===== config.mk =====
export PLATFORM = sky130hd
export DESIGN_NAME = ram_host_port_flat
export DESIGN_NICKNAME = d
export VERILOG_FILES = /design/src/rtl/ram_host_port_pkg.sv /design/src/rtl/ram_host_port_if.sv /design/src/rtl/ram_host_port_refresh.sv /design/src/rtl/ram_host_port.sv /design/src/flat_wrapper.sv
export SDC_FILE = /design/constraint.sdc
export NUM_CORES = 1
export LEC_CHECK = 0
export ABC_AREA = 1
export CAP_MARGIN = 5
export CORE_UTILIZATION = 52
export DETAILED_ROUTE_END_ITERATION = 7
export GPL_ROUTABILITY_DRIVEN = 0
export MAX_ROUTING_LAYER = met4
export PLACE_DENSITY = 0.93
export SETUP_SLACK_MARGIN = 0.15
export SYNTH_ARGS = -nofsm -noshare
export SYNTH_HDL_FRONTEND = slang
export SYNTH_HIERARCHICAL = 1
export SYNTH_SLANG_ARGS = --single-unit

===== constraint.sdc =====
create_clock -name i_clk -period 4.45 [get_ports i_clk]
set_clock_uncertainty 0.1 [all_clocks]
set_input_delay 1.335 -clock i_clk [delete_from_list [all_inputs] [get_ports i_clk]]
set_output_delay 1.335 -clock i_clk [all_outputs]
set_load 0.01 [all_outputs]

===== src/rtl/ram_host_port_pkg.sv =====
// Shared definitions for the RAM host port: DIN_SIZE encodings and the
// host-port FSM state type.
package ram_host_port_pkg;

    localparam logic [1:0] DIN_SIZE_8  = 2'd0;
    localparam logic [1:0] DIN_SIZE_16 = 2'd1;
    localparam logic [1:0] DIN_SIZE_32 = 2'd2;

    typedef enum logic [1:0] {
        ST_IDLE      = 2'd0,
        ST_WAIT_SLOT = 2'd1,
        ST_ACCESS    = 2'd2,
        ST_REFRESH   = 2'd3
    } state_t;

endpackage


===== src/rtl/ram_host_port_if.sv =====
// Shared RAM bus (RAM_IF). The master modport is the host side
// (address, data, size, active-low strobes out; read data, ack, slot timing in).
// The slave modport is the RAM/merger side.
interface ram_if
    import ram_host_port_pkg::*;
#(
    parameter int ADDR_BIT_WIDTH = 24
);
    logic [ADDR_BIT_WIDTH-1:0] addr;
    logic [31:0]               din;
    logic [1:0]                din_size;
    logic                      oe_n;
    logic                      we_n;
    logic                      rfsh_n;
    logic [31:0]               dout;
    logic                      ack_n;
    logic                      timing;

    modport master (
        output addr, din, din_size, oe_n, we_n, rfsh_n,
        input  dout, ack_n, timing
    );

    modport slave (
        input  addr, din, din_size, oe_n, we_n, rfsh_n,
        output dout, ack_n, timing
    );
endinterface


===== src/rtl/ram_host_port_refresh.sv =====
// Refresh interval timer for the RAM host port.
// Ports: i_clk, i_reset_n (async active-low), i_clr_pending (refresh served),
//        o_pending (refresh owed), o_late (sticky: interval expired while owed).
// RFSH_INTERVAL=0 removes the timer entirely; outputs are held low.
module ram_refresh_timer
    import ram_host_port_pkg::*;
#(
    parameter int RFSH_INTERVAL = 780
) (
    input  logic i_clk,
    input  logic i_reset_n,
    input  logic i_clr_pending,
    output logic o_pending,
    output logic o_late
);
    generate
        if (RFSH_INTERVAL == 0) begin : g_off
            logic w_unused;
            assign w_unused  = &{1'b0, i_clk, i_reset_n, i_clr_pending};
            assign o_pending = 1'b0;
            assign o_late    = 1'b0;
        end else begin : g_on
            localparam int CNT_W = (RFSH_INTERVAL > 1) ? $clog2(RFSH_INTERVAL) : 1;
            localparam logic [CNT_W-1:0] LAST = CNT_W'(RFSH_INTERVAL - 1);

            logic [CNT_W-1:0] r_cnt;
            logic             r_pending;
            logic             r_late;
            logic             w_wrap;

            assign w_wrap = (r_cnt == LAST);

            always_ff @(posedge i_clk or negedge i_reset_n) begin
                if (!i_reset_n) begin
                    r_cnt     <= '0;
                    r_pending <= 1'b0;
                    r_late    <= 1'b0;
                end else begin
                    r_cnt <= w_wrap ? '0 : r_cnt + 1'b1;
                    // A new interval beats a clear on the same edge; pending never stacks.
                    if (w_wrap)
                        r_pending <= 1'b1;
                    else if (i_clr_pending)
                        r_pending <= 1'b0;
                    // Being served on the wrap edge is not late.
                    if (w_wrap && r_pending && !i_clr_pending)
                        r_late <= 1'b1;
                end
            end

            assign o_pending = r_pending;
            assign o_late    = r_late;
        end
    endgenerate
endmodule


===== src/rtl/ram_host_port.sv =====
// Per-client RAM host port: turns a REQ/READY/DONE client handshake into one
// RAM bus access per request and inserts periodic refresh cycles.
// Ports: i_clk, i_reset_n (async active-low); client i_req/i_wr/i_addr/i_din/
//        i_din_size in, o_ready/o_done/o_dout/o_rfsh_late out; ram (RAM bus, host side).
// When not accessing, every bus field is driven zero and every strobe high so
// several ports can be OR/AND-merged onto one RAM.
module ram_host_port
    import ram_host_port_pkg::*;
#(
    parameter int ADDR_BIT_WIDTH = 24,
    parameter int RFSH_INTERVAL  = 780
) (
    input  logic                      i_clk,
    input  logic                      i_reset_n,
    input  logic                      i_req,
    input  logic                      i_wr,
    input  logic [ADDR_BIT_WIDTH-1:0] i_addr,
    input  logic [31:0]               i_din,
    input  logic [1:0]                i_din_size,
    output logic                      o_ready,
    output logic                      o_done,
    output logic [31:0]               o_dout,
    output logic                      o_rfsh_late,
    ram_if.master                     ram
);
    state_t                    r_state;
    logic                      r_op_valid;
    logic                      r_wr;
    logic [ADDR_BIT_WIDTH-1:0] r_addr;
    logic [31:0]               r_din;
    logic [1:0]                r_size;
    logic                      r_ready;
    logic                      r_done;
    logic [31:0]               r_dout;
    logic [ADDR_BIT_WIDTH-1:0] r_bus_addr;
    logic [31:0]               r_bus_din;
    logic [1:0]                r_bus_size;
    logic                      r_oe_n;
    logic                      r_we_n;
    logic                      r_rfsh_n;
    logic                      w_pending;
    logic                      w_clr_pending;

    assign w_clr_pending = (r_state == ST_REFRESH) && !ram.ack_n;

    ram_refresh_timer #(
        .RFSH_INTERVAL(RFSH_INTERVAL)
    ) u_timer (
        .i_clk        (i_clk),
        .i_reset_n    (i_reset_n),
        .i_clr_pending(w_clr_pending),
        .o_pending    (w_pending),
        .o_late       (o_rfsh_late)
    );

    always_ff @(posedge i_clk or negedge i_reset_n) begin
        if (!i_reset_n) begin
            r_state    <= ST_IDLE;
            r_op_valid <= 1'b0;
            r_wr       <= 1'b0;
            r_addr     <= '0;
            r_din      <= '0;
            r_size     <= DIN_SIZE_8;
            r_ready    <= 1'b1;
            r_done     <= 1'b0;
            r_dout     <= '0;
            r_bus_addr <= '0;
            r_bus_din  <= '0;
            r_bus_size <= DIN_SIZE_8;
            r_oe_n     <= 1'b1;
            r_we_n     <= 1'b1;
            r_rfsh_n   <= 1'b1;
        end else begin
            r_done <= 1'b0;
            case (r_state)
                ST_IDLE: begin
                    if (i_req) begin
                        r_op_valid <= 1'b1;
                        r_wr       <= i_wr;
                        r_addr     <= i_addr;
                        r_din      <= i_din;
                        r_size     <= i_din_size;
                        r_ready    <= 1'b0;
                        r_state    <= ST_WAIT_SLOT;
                    end else if (w_pending) begin
                        r_ready <= 1'b0;
                        r_state <= ST_WAIT_SLOT;
                    end
                end
                ST_WAIT_SLOT: begin
                    if (ram.timing) begin
                        // Refresh takes the slot; a latched client op waits for the next one.
                        if (w_pending) begin
                            r_rfsh_n <= 1'b0;
                            r_state  <= ST_REFRESH;
                        end else if (r_op_valid) begin
                            r_bus_addr <= r_addr;
                            if (r_wr) begin
                                r_we_n     <= 1'b0;
                                r_bus_din  <= r_din;
                                r_bus_size <= r_size;
                            end else begin
                                r_oe_n <= 1'b0;
                            end
                            r_state <= ST_ACCESS;
                        end else begin
                            r_ready <= 1'b1;
                            r_state <= ST_IDLE;
                        end
                    end
                end
                ST_ACCESS: begin
                    if (!ram.ack_n) begin
                        r_bus_addr <= '0;
                        r_bus_din  <= '0;
                        r_bus_size <= DIN_SIZE_8;
                        r_oe_n     <= 1'b1;
                        r_we_n     <= 1'b1;
                        if (!r_wr)
                            r_dout <= ram.dout;
                        r_done     <= 1'b1;
                        r_ready    <= 1'b1;
                        r_op_valid <= 1'b0;
                        r_state    <= ST_IDLE;
                    end
                end
                ST_REFRESH: begin
                    if (!ram.ack_n) begin
                        r_rfsh_n <= 1'b1;
                        if (r_op_valid) begin
                            r_state <= ST_WAIT_SLOT;
                        end else begin
                            r_ready <= 1'b1;
                            r_state <= ST_IDLE;
                        end
                    end
                end
                default: begin
                    r_ready <= 1'b1;
                    r_state <= ST_IDLE;
                end
            endcase
        end
    end

    assign o_ready      = r_ready;
    assign o_done       = r_done;
    assign o_dout       = r_dout;
    assign ram.addr     = r_bus_addr;
    assign ram.din      = r_bus_din;
    assign ram.din_size = r_bus_size;
    assign ram.oe_n     = r_oe_n;
    assign ram.we_n     = r_we_n;
    assign ram.rfsh_n   = r_rfsh_n;
endmodule


===== src/flat_wrapper.sv =====
// flat-port wrapper written by rule: the top's interface ports become plain ports
module ram_host_port_flat import ram_host_port_pkg::*;
#(
    parameter int ADDR_BIT_WIDTH = 24,
    parameter int RFSH_INTERVAL  = 780
)
  (i_clk, i_reset_n, i_req, i_wr, i_addr, i_din, i_din_size, o_ready, o_done, o_dout, o_rfsh_late, ram_addr, ram_din, ram_din_size, ram_oe_n, ram_we_n, ram_rfsh_n, ram_dout, ram_ack_n, ram_timing);
  ram_if #(.ADDR_BIT_WIDTH(ADDR_BIT_WIDTH)) ram_i ();
  input  logic i_clk;
  input  logic i_reset_n;
  input  logic i_req;
  input  logic i_wr;
  input  logic [ADDR_BIT_WIDTH-1:0] i_addr;
  input  logic [31:0] i_din;
  input  logic [1:0] i_din_size;
  output logic o_ready;
  output logic o_done;
  output logic [31:0] o_dout;
  output logic o_rfsh_late;
  output wire logic [$bits(ram_i.addr)-1:0] ram_addr;
  output wire logic [$bits(ram_i.din)-1:0] ram_din;
  output wire logic [$bits(ram_i.din_size)-1:0] ram_din_size;
  output wire logic [$bits(ram_i.oe_n)-1:0] ram_oe_n;
  output wire logic [$bits(ram_i.we_n)-1:0] ram_we_n;
  output wire logic [$bits(ram_i.rfsh_n)-1:0] ram_rfsh_n;
  input wire logic [$bits(ram_i.dout)-1:0] ram_dout;
  input wire logic [$bits(ram_i.ack_n)-1:0] ram_ack_n;
  input wire logic [$bits(ram_i.timing)-1:0] ram_timing;
  assign ram_addr = ram_i.addr;
  assign ram_din = ram_i.din;
  assign ram_din_size = ram_i.din_size;
  assign ram_oe_n = ram_i.oe_n;
  assign ram_we_n = ram_i.we_n;
  assign ram_rfsh_n = ram_i.rfsh_n;
  assign ram_i.dout = ram_dout;
  assign ram_i.ack_n = ram_ack_n;
  assign ram_i.timing = ram_timing;
  ram_host_port #(.ADDR_BIT_WIDTH(ADDR_BIT_WIDTH), .RFSH_INTERVAL(RFSH_INTERVAL)) u_core (.i_clk(i_clk), .i_reset_n(i_reset_n), .i_req(i_req), .i_wr(i_wr), .i_addr(i_addr), .i_din(i_din), .i_din_size(i_din_size), .o_ready(o_ready), .o_done(o_done), .o_dout(o_dout), .o_rfsh_late(o_rfsh_late), .ram(ram_i));
endmodule

==> summary.txt <==
Run status -> finished clean
PostCTS Resize Cnt -> 0
Slew headroom -> 32.2%
Post-CTS setup buffers -> 0
Post-route cell area -> 9800 um^2
Post-synthesis register bit count -> 169
FF-to-FF setup slack -> 1650 ps
Tcrit/Tclk final -> 66.0%
Clk buf depth -> 2
DR iter-0 viols -> 586
Setup repair after global routing missed its margin -> no
CP cell instances -> clkdlybuf4s50_1
Die H -> 120 um
Final hold slack -> 366 ps
Placed Cells -> 1169
YS warnings -> 6
Die area -> 14300 um^2
Slowest-stage cell, CP -> clkdlybuf4s50_1
Comb pwr share -> 43.7%
Switching Share -> 37.3%
Pre-CTS setup slack -> 1160 ps
Power Density -> 768 nW/um^2
Final worst slack -> 1510 ps
Setup Crit Path Kind -> reg2out
Max Fclk -> 0.340 GHz
Starting Density -> 53.8%
CORE AREA -> 13300 um^2
DR pass1 iterations -> 5
Max H-tree Level -> 4
Routed Antenna Nets -> 0
DP Area -> 9140 um^2
Worst slew pin tran -> 1010 ps
Final Hold Vio Count -> 0
Layout cells sized above 1 -> 6.54%
Wire per inst -> 14.6 um
Pwr Total -> 7.53 mW
Final Non-Filler Cells -> 1202
Vias in the first global route -> 6138
Worst Path Buf+Inv -> 1
Most frequent cells in the layout -> nand2_1, clkdlybuf4s50_1, dfrtp_1
Grt total ovfl -> 0
NetSw -> 2.81 mW
Final core utilization -> 73.4%
Vias per inst -> 5.14
Primary FF master, synth -> dfrtp_1
CTS tree -> built
Cell family with most CP delay -> buffers and inverters
CP max stage delay -> 550 ps
First-pass GRT wire length -> 28800 um
Count of flip-flops with a built-in enable after synthesis -> 0
Largest net degree at the start of global routing -> 85
Post-synthesis cell type count -> 28
Final setup fails -> 0
I/O pin count -> 192
Top cell type's share of synthesized area -> 57.5%
GRT Total Usage -> 26.5%
# port buffers -> 191
Clock share of power -> 21.2%
Post-Syn Area -> 7190 um^2
Clock sinks -> 169
TritonCTS buffer count -> 17
FFs w/ async S/R, synth -> 100%
Hold Crit Class -> reg2reg
Max Cap Viol -> 0
Cell Int Power -> 4.72 mW
DIE WIDTH -> 120 um
CTS Hold Bufs -> 0
Largest cells by area after synthesis -> dfrtp_1, nand2_1, nor2_1, nand3_1, a21oi_1
Max Slew Vio Count -> 0
CP max FO -> 2
Initial antenna violation count -> 1
DRC Markers -> 0
Peak supply drop -> 0.414 mV
Crit start category -> flip-flop
Avg Cell Area, Syn -> 8.56 um^2
LEAKAGE -> 4.92 nW
Total wire length -> 17500 um
Worst-Skew Late Latency -> 420 ps
Critical Path AT -> 1500 ps
FP Rows -> 42
Layout area overhead -> 36.4%
Post-synthesis sequential area ratio -> 58.9%
Final min period -> 2940 ps
Post-Synthesis Cells -> 840
Syn Nets -> 937
Clock transition at path regs -> 60 ps
Seq pwr share -> 35.1%
Clock root cell -> clkbuf_16
Most common cell after layout, fill and taps aside -> nand2_1
Vias -> 6175
Crit path capture type -> output pin
Fin nets -> 1109
Yosys top cell by area -> dfrtp_1
CP required -> 3010 ps
Setup TNS -> 0 ps
Hpwl dp -> 11600 um
-- cells by family (layout without fill, tap and decap cells) --
family	count (synthesis)	after routing	share of synthesized area, %
simple gates	470	470	27.8
compound gates	68	68	4.80
buf+inv	128	313	7.87
flops	169	169	58.9
fa+ha+maj	1	1	0.174
xor+xnor	4	4	0.488
other cells	0	1	0
-- synthesized netlist by cell type, types with 2 or more instances --
cell,instances
a21oi_1,59
nand3_1,96
nand2_4,3
buf_2,15
inv_2,5
nor2_1,134
inv_1,77
xor2_1,3
nor2_2,2
o21ai_0,7
buf_4,5
nand2_1,220
nand2_2,4
buf_1,8
o21bai_1,2
dfstp_2,4
nand3_2,3
dfrtp_1,165
clkbuf_1,11
nor2_4,4
buf_6,6
-- area by class of cell --
| cell class | instances | area [um^2] |
|---|---|---|
| Sequential cell | 169 | 4230 |
| Fill cell | 974 | 3550 |
| Multi-Input combinational cell | 543 | 2390 |
| Timing Repair Buffer | 198 | 1980 |
| Clock buffer | 23 | 498 |
| Inverter | 83 | 314 |
| Tap cell | 176 | 220 |
| Clock inverter | 9 | 159 |
| Antenna cell | 1 | 2.50 |
-- final timing paths --
path | start | end | cells past startpoint
min reg2reg | u_core/ram.we_n$_DFFE_PN1P_ | u_core/ram.we_n$_DFFE_PN1P_ | 2
max | u_core/ram.oe_n$_DFFE_PN1P_ | ram_oe_n | 1
min | u_core/ram.we_n$_DFFE_PN1P_ | u_core/ram.we_n$_DFFE_PN1P_ | 2
min in group asynchronous | i_reset_n | u_core/r_addr[12]$_DFFE_PN0P_ | 1
max reg2reg | u_core/r_state[0]$_DFFE_PN0P_ | u_core/o_dout[14]$_DFFE_PN0P_ | 6
max in group asynchronous | i_reset_n | u_core/ram.din_size[1]$_DFFE_PN0P_ | 2
-- state kept, by name (all words and copies together) (netlist names), 2 cells and up --
name,flops
u_core/r_din,32
u_core/u_timer/g_on.r_cnt,10
u_core/ram.din,32
u_core/ram.addr,24
u_core/o_dout,32
u_core/r_state,2
u_core/ram.din_size,2
u_core/r_addr,24
u_core/r_size,2
-- metal layers --
metal  part of all wire, %  vias up  GRT usage (%)  wire length, um
li1                      -     2949              -                -
met1                    41     2922           32.0             7150
met2                    50      284           43.3             8810
met3                   7.6       20           7.41             1340
met4                   1.4        0           8.28              240
met5                     0        -              -                0
-- power by group through the flow --
stage	combinational, mW	clock [mW]	sequential, mW
floorplan	1.80	0	2.77
detailed placement	3.26	0	2.66
CTS	3.30	1.62	2.64
global route	3.64	1.68	2.71
global placement	3.14	0	2.62
finish	3.29	1.60	2.64
Power figures use the tool's default switching activity.
